## src/rtl/conv_2d_ctrl.sv

```systemverilog
// Sequencer for the conv_2d 3x3 datapath: loads a 9-tap kernel, streams a padded frame in
// 3-column strips and writes each convolved pixel to a sequential result address.
module conv_2d_ctrl #(
  parameter int unsigned IMAGE_HEIGHT = 12,
  parameter int unsigned IMAGE_WIDTH  = 3,
  parameter int unsigned DATA_W       = 8,
  parameter int unsigned CONV_LAT     = 1,
  parameter int unsigned ADDR_W       = 16
) (
  input  logic              clk,
  input  logic              i_rst,
  input  logic              i_knl_wr,
  input  logic [3:0]        i_knl_addr,
  input  logic [DATA_W-1:0] i_knl_data,
  input  logic              i_start,
  output logic              o_busy,
  output logic              o_done,
  output logic              o_rd_en,
  output logic [ADDR_W-1:0] o_rd_row,
  output logic [ADDR_W-1:0] o_rd_col,
  input  logic [DATA_W-1:0] i_rd_data1,
  input  logic [DATA_W-1:0] i_rd_data2,
  input  logic [DATA_W-1:0] i_rd_data3,
  output logic              o_conv_en,
  output logic              o_conv_load_knl,
  output logic              o_conv_data_valid,
  output logic [DATA_W-1:0] o_conv_data1,
  output logic [DATA_W-1:0] o_conv_data2,
  output logic [DATA_W-1:0] o_conv_data3,
  input  logic [DATA_W-1:0] i_conv_pixel,
  output logic              o_wr_en,
  output logic [ADDR_W-1:0] o_wr_addr,
  output logic [DATA_W-1:0] o_wr_data
);

  localparam logic [2:0] IDLE     = 3'd0;
  localparam logic [2:0] LOAD_KNL = 3'd1;
  localparam logic [2:0] STREAM   = 3'd2;
  localparam logic [2:0] DRAIN    = 3'd3;
  localparam logic [2:0] DONE     = 3'd4;

  localparam logic [ADDR_W-1:0] ROW_LAST = ADDR_W'(IMAGE_HEIGHT - 1);
  localparam logic [ADDR_W-1:0] COL_LAST = ADDR_W'(IMAGE_WIDTH - 3);
  localparam logic [ADDR_W-1:0] WR_LAST  =
      ADDR_W'((IMAGE_HEIGHT - 2) * (IMAGE_WIDTH - 2) - 1);
  localparam logic [ADDR_W-1:0] ADDR_ONE = ADDR_W'(1);
  localparam logic [ADDR_W-1:0] ROW_WIN  = ADDR_W'(2);

  logic [2:0]          state_q, state_d;
  logic [1:0]          knl_cnt_q, knl_cnt_d;
  logic [ADDR_W-1:0]   row_q, row_d;
  logic [ADDR_W-1:0]   col_q, col_d;
  logic [ADDR_W-1:0]   wr_addr_q, wr_addr_d;
  logic [DATA_W-1:0]   knl_q [9];
  logic                rd_vld_q;   // a read was issued last cycle
  logic                rd_win_q;   // that read completes a 3-row window
  logic                dat_vld_q;
  logic [DATA_W-1:0]   dat1_q, dat2_q, dat3_q;
  logic [CONV_LAT-1:0] vpipe_q, vpipe_d;
  logic                idle, rd_en, wr_en, knl_hit;

  assign idle    = (state_q == IDLE);
  assign rd_en   = (state_q == STREAM);
  assign wr_en   = vpipe_q[CONV_LAT-1];
  assign knl_hit = i_knl_wr && idle && (i_knl_addr >= 4'd1) && (i_knl_addr <= 4'd9);

  always_comb begin
    state_d   = state_q;
    knl_cnt_d = knl_cnt_q;
    row_d     = row_q;
    col_d     = col_q;
    case (state_q)
      IDLE: begin
        if (i_start) begin
          state_d   = LOAD_KNL;
          knl_cnt_d = 2'd0;
          row_d     = '0;
          col_d     = '0;
        end
      end
      LOAD_KNL: begin
        if (knl_cnt_q == 2'd2) begin
          state_d = STREAM;
        end else begin
          knl_cnt_d = knl_cnt_q + 2'd1;
        end
      end
      STREAM: begin
        if (row_q == ROW_LAST) begin
          row_d = '0;
          if (col_q == COL_LAST) begin
            state_d = DRAIN;
          end else begin
            col_d = col_q + ADDR_ONE;
          end
        end else begin
          row_d = row_q + ADDR_ONE;
        end
      end
      DRAIN: begin
        if (wr_en && (wr_addr_q == WR_LAST)) begin
          state_d = DONE;
        end
      end
      DONE:    state_d = IDLE;
      default: state_d = IDLE;
    endcase
  end

  always_comb begin
    wr_addr_d = wr_addr_q;
    if (idle && i_start) begin
      wr_addr_d = '0;
    end else if (wr_en) begin
      wr_addr_d = wr_addr_q + ADDR_ONE;
    end
  end

  always_comb begin
    vpipe_d = (vpipe_q << 1) | CONV_LAT'(dat_vld_q);
  end

  always_ff @(posedge clk) begin
    if (i_rst) begin
      state_q   <= IDLE;
      knl_cnt_q <= 2'd0;
      row_q     <= '0;
      col_q     <= '0;
      wr_addr_q <= '0;
    end else begin
      state_q   <= state_d;
      knl_cnt_q <= knl_cnt_d;
      row_q     <= row_d;
      col_q     <= col_d;
      wr_addr_q <= wr_addr_d;
    end
  end

  // Shadow taps only change while idle, so a running frame always sees a stable kernel.
  always_ff @(posedge clk) begin
    if (i_rst) begin
      for (int k = 0; k < 9; k++) begin
        knl_q[k] <= '0;
      end
    end else if (knl_hit) begin
      knl_q[i_knl_addr - 4'd1] <= i_knl_data;
    end
  end

  always_ff @(posedge clk) begin
    if (i_rst) begin
      rd_vld_q  <= 1'b0;
      rd_win_q  <= 1'b0;
      dat_vld_q <= 1'b0;
      dat1_q    <= '0;
      dat2_q    <= '0;
      dat3_q    <= '0;
      vpipe_q   <= '0;
    end else begin
      rd_vld_q  <= rd_en;
      rd_win_q  <= rd_en && (row_q >= ROW_WIN);
      dat_vld_q <= rd_win_q;
      vpipe_q   <= vpipe_d;
      if (rd_vld_q) begin
        dat1_q <= i_rd_data1;
        dat2_q <= i_rd_data2;
        dat3_q <= i_rd_data3;
      end else begin
        dat1_q <= '0;
        dat2_q <= '0;
        dat3_q <= '0;
      end
    end
  end

  // Kernel goes out last tap first: (k9,k8,k7), (k6,k5,k4), (k3,k2,k1).
  always_comb begin
    o_conv_data1 = dat1_q;
    o_conv_data2 = dat2_q;
    o_conv_data3 = dat3_q;
    if (state_q == LOAD_KNL) begin
      case (knl_cnt_q)
        2'd0: begin
          o_conv_data1 = knl_q[8];
          o_conv_data2 = knl_q[7];
          o_conv_data3 = knl_q[6];
        end
        2'd1: begin
          o_conv_data1 = knl_q[5];
          o_conv_data2 = knl_q[4];
          o_conv_data3 = knl_q[3];
        end
        default: begin
          o_conv_data1 = knl_q[2];
          o_conv_data2 = knl_q[1];
          o_conv_data3 = knl_q[0];
        end
      endcase
    end
  end

  always_comb begin
    o_busy            = !idle;
    o_done            = (state_q == DONE);
    o_rd_en           = rd_en;
    o_rd_row          = rd_en ? row_q : '0;
    o_rd_col          = rd_en ? col_q : '0;
    o_conv_en         = (state_q == STREAM) || (state_q == DRAIN);
    o_conv_load_knl   = (state_q == LOAD_KNL);
    o_conv_data_valid = dat_vld_q;
    o_wr_en           = wr_en;
    o_wr_addr         = wr_en ? wr_addr_q : '0;
    o_wr_data         = wr_en ? i_conv_pixel : '0;
  end

endmodule

```

## config.mk

```make
export PLATFORM = sky130hd
export DESIGN_NAME = conv_2d_ctrl
export DESIGN_NICKNAME = d
export VERILOG_FILES = /design/src/rtl/conv_2d_ctrl.sv
export SDC_FILE = /design/constraint.sdc
export NUM_CORES = 1
export LEC_CHECK = 0
export BUFFER_PORTS_ARGS = -buffer_cell sky130_fd_sc_hd__buf_4
export CORE_ASPECT_RATIO = 0.8
export CORE_MARGIN = 5
export CORE_UTILIZATION = 55
export DETAILED_ROUTE_END_ITERATION = 10
export PLACE_DENSITY_LB_ADDON = 0.25
export SLEW_MARGIN = 10
export SYNTH_ARGS = -nofsm -noshare
export SYNTH_HDL_FRONTEND = slang
export SYNTH_SLANG_ARGS = --single-unit
```

## constraint.sdc

```tcl
create_clock -name clk -period 3.4 [get_ports clk]
set_input_delay 0.17 -clock clk [delete_from_list [all_inputs] [get_ports clk]]
set_output_delay 0.17 -clock clk [all_outputs]
set_load 0.01 [all_outputs]
```

# Word level (Yosys, flattened, before mapping)
# Memories as Yosys holds them, arrays and structs flattened.
# Cells that the tools add are included.
[word_totals] mem_count=1 inputBits=48 wordCells=90 register_bits=81 mem_bits_rw=72 output_inout_bits=87
[classes] muxes=33 bitwise=1 order_cmp=3 addsub=5 eq_ne=15 n_reduce_logical=20
[memory_table] memory="knl_q" depth=9 width=8 rd=9 rd_ports_with_merged_regs=0 wr=9 line_no="54" text="logic [DATA_W-1:0] knl_q [9];"
[op_table] op="16-bit 2-to-1 mux" n=7
[op_table] op="16-bit case mux with 2 select lines" n=2
[op_table] op="16-bit by 1-bit adder with 16-bit output, second input constant" n=3
[op_table] op="8-bit case mux with 2 select lines" n=3
[op_table] op="8-bit 2-to-1 mux" n=5
[op_table] op="16-bit by 4-bit equality test with 1-bit output, second input constant" n=2
[op_table] op="16-bit by 2-bit >= comparator with 1-bit output, second input constant" n=1
[op_table] op="16-bit logical NOT" n=1
[op_table] op="3-bit 2-to-1 mux" n=5
[op_table] op="3-bit case mux with 4 select lines" n=1
[op_table] op="2-bit inequality test, second input constant" n=4
[op_table] op="8-bit OR reduction" n=1
[op_table] op="3-bit by 2-bit equality test with 1-bit output, second input constant" n=2
[op_table] op="1-bit logical AND" n=6
[op_table] op="1-bit 2-to-1 mux" n=6
[op_table] op="2-bit by 1-bit inequality test with 1-bit output, second input constant" n=3
[op_table] op="5-bit AND reduction" n=1
[op_table] op="4-bit by 1-bit >= comparator with 1-bit output, second input constant" n=1
[op_table] op="4-bit less-or-equal comparator, second input constant" n=1
[op_table] op="2-bit 2-to-1 mux" n=2
[op_table] op="4-bit 2-to-1 mux" n=1
[op_table] op="2-bit case mux with 2 select lines" n=1
[op_table] op="4-bit AND reduction" n=1
[op_table] op="2-bit nonzero test" n=2
[op_table] op="14 further kinds" n=15

# Logic depth before layout (Yosys ltp)
[depth] ltp_word=9 ltp_mapped=10 depth_no_buf=7

# Worst setup path before layout
# OpenSTA, ideal clock, no wires.
[synth_timing] path_kind="flip-flop to flip-flop" start="register state_q[1]" end="memory knl_q[0][0] (enable)" path_buffers=1 period_less_slack_ps=2038 setup_slack_ps=1362 path_stages_with_launch=6 setup_time_ps=310 required_time_ps=3090 arrival_ps=1728 cell_sequence="dfxtp_1 buf_4 nor3_2 nand4_1 nor4_1 or2_2"
[synth_lines] item="from (decl)" line_no="49" text="logic [2:0] state_q, state_d;"
[synth_lines] item="from (signal assigned)" line_no="131" text="state_q <= state_d;"
[synth_lines] item="to (decl)" line_no="54"

# Worst setup path in the final report
[layout_timing] start="register knl_cnt_q[0]" end="output o_conv_data3[4]"
[layout_between] elab_chain_cells=3 elab_cells_between_ends=4 classes_between="1 x eq/ne; 2 x mux; 1 x reduce/logical"
[layout_lines] item="from (decl)" line_no="50" text="logic [1:0] knl_cnt_q, knl_cnt_d;"
[layout_lines] item="from (signal assigned)" line_no="132" text="knl_cnt_q <= knl_cnt_d;"
[layout_lines] item="2-bit by 1-bit equality test with 1-bit output / 2-bit logical NOT (equally long branches)" line_no="182" text="case (knl_cnt_q)"
[layout_lines] item="8-bit case mux with 2 select lines (*)" line_no="182"
[layout_lines] item="8-bit 2-to-1 mux (*)" line_no="181" text="if (state_q == LOAD_KNL) begin"
[layout_lines] item="to (decl)" line_no="29" text="output logic [DATA_W-1:0] o_conv_data3,"
# Every way passes the cells marked *; elsewhere a longest branch is shown, timed or not.

==> out/metrics.csv <==
metric;value;unit
mean routed wirelength per cell;19.10;µm
Vias;6402;
CP max FO;25;
Area Growth Syn to Fin;26.97;%
sum of negative setup slack;0;ps
Pwr per Cell Area;471.7;nW/µm²
CTS root buf;clkbuf_16;
Starting Density;56.39;%
Synth cell types;55;
HP Start;i_knl_data[7];
Critical Path RT;3230;ps
Die H;112.9;µm
Comb pwr share;11.6;%
status;finished clean;
Yosys Warn Count;0;
total gr overflow;0;
Net Switching;1.137;mW
DRT Pass-1 Iters;5;
Die Wd;138.7;µm
nets;957;
r2r startpoint;state_q[1];
row cnt;37;
die area;15660;µm²
Leak;3.602;nW
syn_area_per_cell;9.685;µm²
switching fraction of total power;26.07;%
endpoint class of the critical path;output port;
number of synthesized register bits;153;
Power Total;4.362;mW
layout cells sized above 1;21.03;%
Synth Instances;752;
Final period util;78.91;%
crit path cell chain;inv_1, ha_1, a22oi_1, a31oi_1, buf_4;
Final Hold Vio Count;0;
register area share after synthesis;51.95;%
drt drc;0;
Worst setup SP type;flop;
clock-pin slew on the worst setup and hold paths;60;ps
CTS H-Tree Depth;4;
overall routing resource usage;26.73;%
async set-reset flop share out of synthesis;0;%
max incr delay on CP;800;ps
Routability Congestion;0.8809;
Top Ports;135;
HPWL after DPL;13720;µm
worst slew pin tran;976.1;ps
initial DRC count;740;
Mapped Nets;809;
Worst Skew;8.379;ps
core box area;12920;µm²
Post-Route WL;20780;µm
Mapped Area;7283;µm²
post-route ant nets;0;
CTS tree;done;
worst reg2reg endpoint;col_q[5];
EDFF count, synth;72;
Critical Path AT;2510;ps
vias in the first global route;6211;
Hold EP;knl_q[8][7];
CTS Hold Bufs;24;
CTS resizes;0;
Hold Path Depth;2;
min Tclk post-route;2683;ps
unrepaired setup endpoints after global routing;false;
DR vias/cell;5.884;
first-pass GRT wire length;33650;µm
setup violators final;0;
Post-CTS Repair Setup Buffers;0;
Final Max Tran Viols;0;
CTS sink count;153;
CTS Buf Count;17;
worst-case reg-to-reg path depth;7;
min-delay worst type;in2reg;
Main synth FF type;dfxtp_1;
Int Power;3.225;mW
Max-slew headroom;34.93;%
CP max-delay cell;ha_1;
Port Buffer Count;134;
ANT cells;0;
max frequency;0.3727;GHz
pin count of the biggest net entering global routing;51;
clock share of power;43.0;%
Max Buffers Root-to-Sink;2;
Max Cap Viol;0;
Seq pwr share;45.4;%
Worst R2R Setup Slack;780;ps
CP Class;reg2out;
worst skew pair latency;430;ps
antenna violations before repair;0;
VDD IR max;410.5;µV
==> placed cells by master, fill, tap and decap left out, types with 3 or more instances in the layout <==
master / synthesis / layout
a211oi_1: 3 / 3
a21oi_1: 28 / 28
a22oi_1: 25 / 25
a311oi_1: 7 / 7
a31oi_1: 29 / 29
and2_1: 147 / 147
and3_1: 8 / 8
buf_4: 1 / 147
clkbuf_16: 0 / 18
clkinv_4: 0 / 6
dfxtp_1: 81 / 81
dlygate4sd3_1: 0 / 24
edfxtp_1: 72 / 72
ha_1: 9 / 9
inv_1: 13 / 13
inv_6: 0 / 4
mux2i_1: 3 / 3
nand2_1: 52 / 52
nand2b_1: 3 / 3
nand3_1: 22 / 22
nand3b_1: 4 / 4
nand4_1: 11 / 11
nor2_1: 69 / 69
nor2b_1: 6 / 5
nor3_1: 12 / 12
nor4_1: 7 / 7
nor4b_1: 3 / 3
o21ai_0: 22 / 22
o31ai_1: 10 / 10
or2_2: 3 / 3
or3_1: 10 / 10
or4_1: 9 / 9
xnor2_1: 4 / 4
xor2_1: 8 / 8
==> area by class of cell <==
| cell class | count | area [µm²] |
|---|---|---|
| Clock buffer | 18 | 450.4 |
| Fill cell | 914 | 3669 |
| Sequential cell | 153 | 3784 |
| Timing Repair Buffer | 171 | 1344 |
| Clock inverter | 14 | 135.1 |
| Multi-Input combinational cell | 543 | 3263 |
| Tap cell | 175 | 219.0 |
| Inverter | 14 | 52.55 |
==> Yosys cell counts, types with 7 or more instances <==
| cell type | n | area share, % |
|---|---|---|
| a22oi_1 | 25 | 2.6 |
| inv_1 | 13 | 0.67 |
| nor2_1 | 69 | 3.6 |
| a311oi_1 | 7 | 0.84 |
| nand4_1 | 11 | 0.94 |
| dfxtp_1 | 81 | 22 |
| nand2_1 | 52 | 2.7 |
| xor2_1 | 8 | 0.96 |
| ha_1 | 9 | 1.5 |
| nor3_1 | 12 | 0.82 |
| and2_1 | 147 | 13 |
| nand3_1 | 22 | 1.5 |
| a21oi_1 | 28 | 1.9 |
| o31ai_1 | 10 | 1.0 |
| edfxtp_1 | 72 | 30 |
| or4_1 | 9 | 0.93 |
| a31oi_1 | 29 | 2.5 |
| or3_1 | 10 | 0.86 |
| o21ai_0 | 22 | 1.5 |
| and3_1 | 8 | 0.69 |
| nor4_1 | 7 | 0.60 |
| clkbuf_1 | 32 | 1.6 |
==> power groups by stage <==
stage,combinational (mW),sequential [mW],clock (mW)
after detailed placement,0.467,2.02,0
after global routing,0.543,1.99,1.96
after global placement,0.459,2.02,0
after CTS,0.493,1.98,1.88
final,0.504,1.98,1.88
after floorplan,0.248,2.01,0
==> registers in the layout (all words and copies together), names as in the netlist, 3 cells and up <==
register	cells
knl_q	72
col_q	16
row_q	16
wr_addr_q	16
dat1_q	8
dat2_q	8
dat3_q	8
state_q	3
==> worst max-delay path by stage <==
stage                            to  cells after the start  slack [ps]         start
floorplan               knl_q[0][0]                      5        1360    state_q[1]
detailed placement         col_q[5]                      7         860    state_q[1]
CTS                 o_conv_data3[0]                      7         780  knl_cnt_q[0]
global route               col_q[5]                      7         530    state_q[1]
finish              o_conv_data3[4]                      5         720  knl_cnt_q[0]
global placement           col_q[3]                      7        1030    state_q[1]
==> metal layers <==
| metal | GRT usage, % | routed length (µm) | up-vias |
|---|---|---|---|
| met1 | 37.67 | 8846 | 3041 |
| met5 | 0 | 0 | - |
| met4 | 5.215 | 216 | 0 |
| li1 | - | - | 2990 |
| met3 | 6.929 | 1975 | 23 |
| met2 | 42.43 | 9738 | 348 |
==> logic make-up after synthesis <==
kind of cell / count (synthesis) / share of synthesized area [%]
adders and majority gates: 9 / 1.546
muxes: 3 / 0.4123
xor gates and xnor gates: 12 / 1.443
and+or+nand+nor: 381 / 28.98
buffers and inverters: 56 / 3.350
DFF: 153 / 51.95
AOI/OAI and AO/OA: 138 / 12.32
==> stage by stage <==
step	hold slack (ps)	utilization, %	cell area [µm²]	cells	setup slack, ps
final	123.3	71.60	9248	1088	717.1
after global routing	113.7	71.60	9248	1088	534.4
after CTS	109.6	71.58	9245	1088	776.2
after detailed placement	374.6	65.18	8419	1032	856.8
after global placement	372.6	65.18	8419	1032	1029
after floorplan	291.7	-	7283	752	1362
==> critical path: cells and delay by family (launching register included) <==
kind | cells | cell delay, ps
AO/OA/AOI/OAI | 2 | 680
adder cells (fa/ha/maj) | 1 | 800
buffers and inverters | 2 | 270
flip-flops | 1 | 330
No activity file was read; power rests on OpenSTA's default activity.
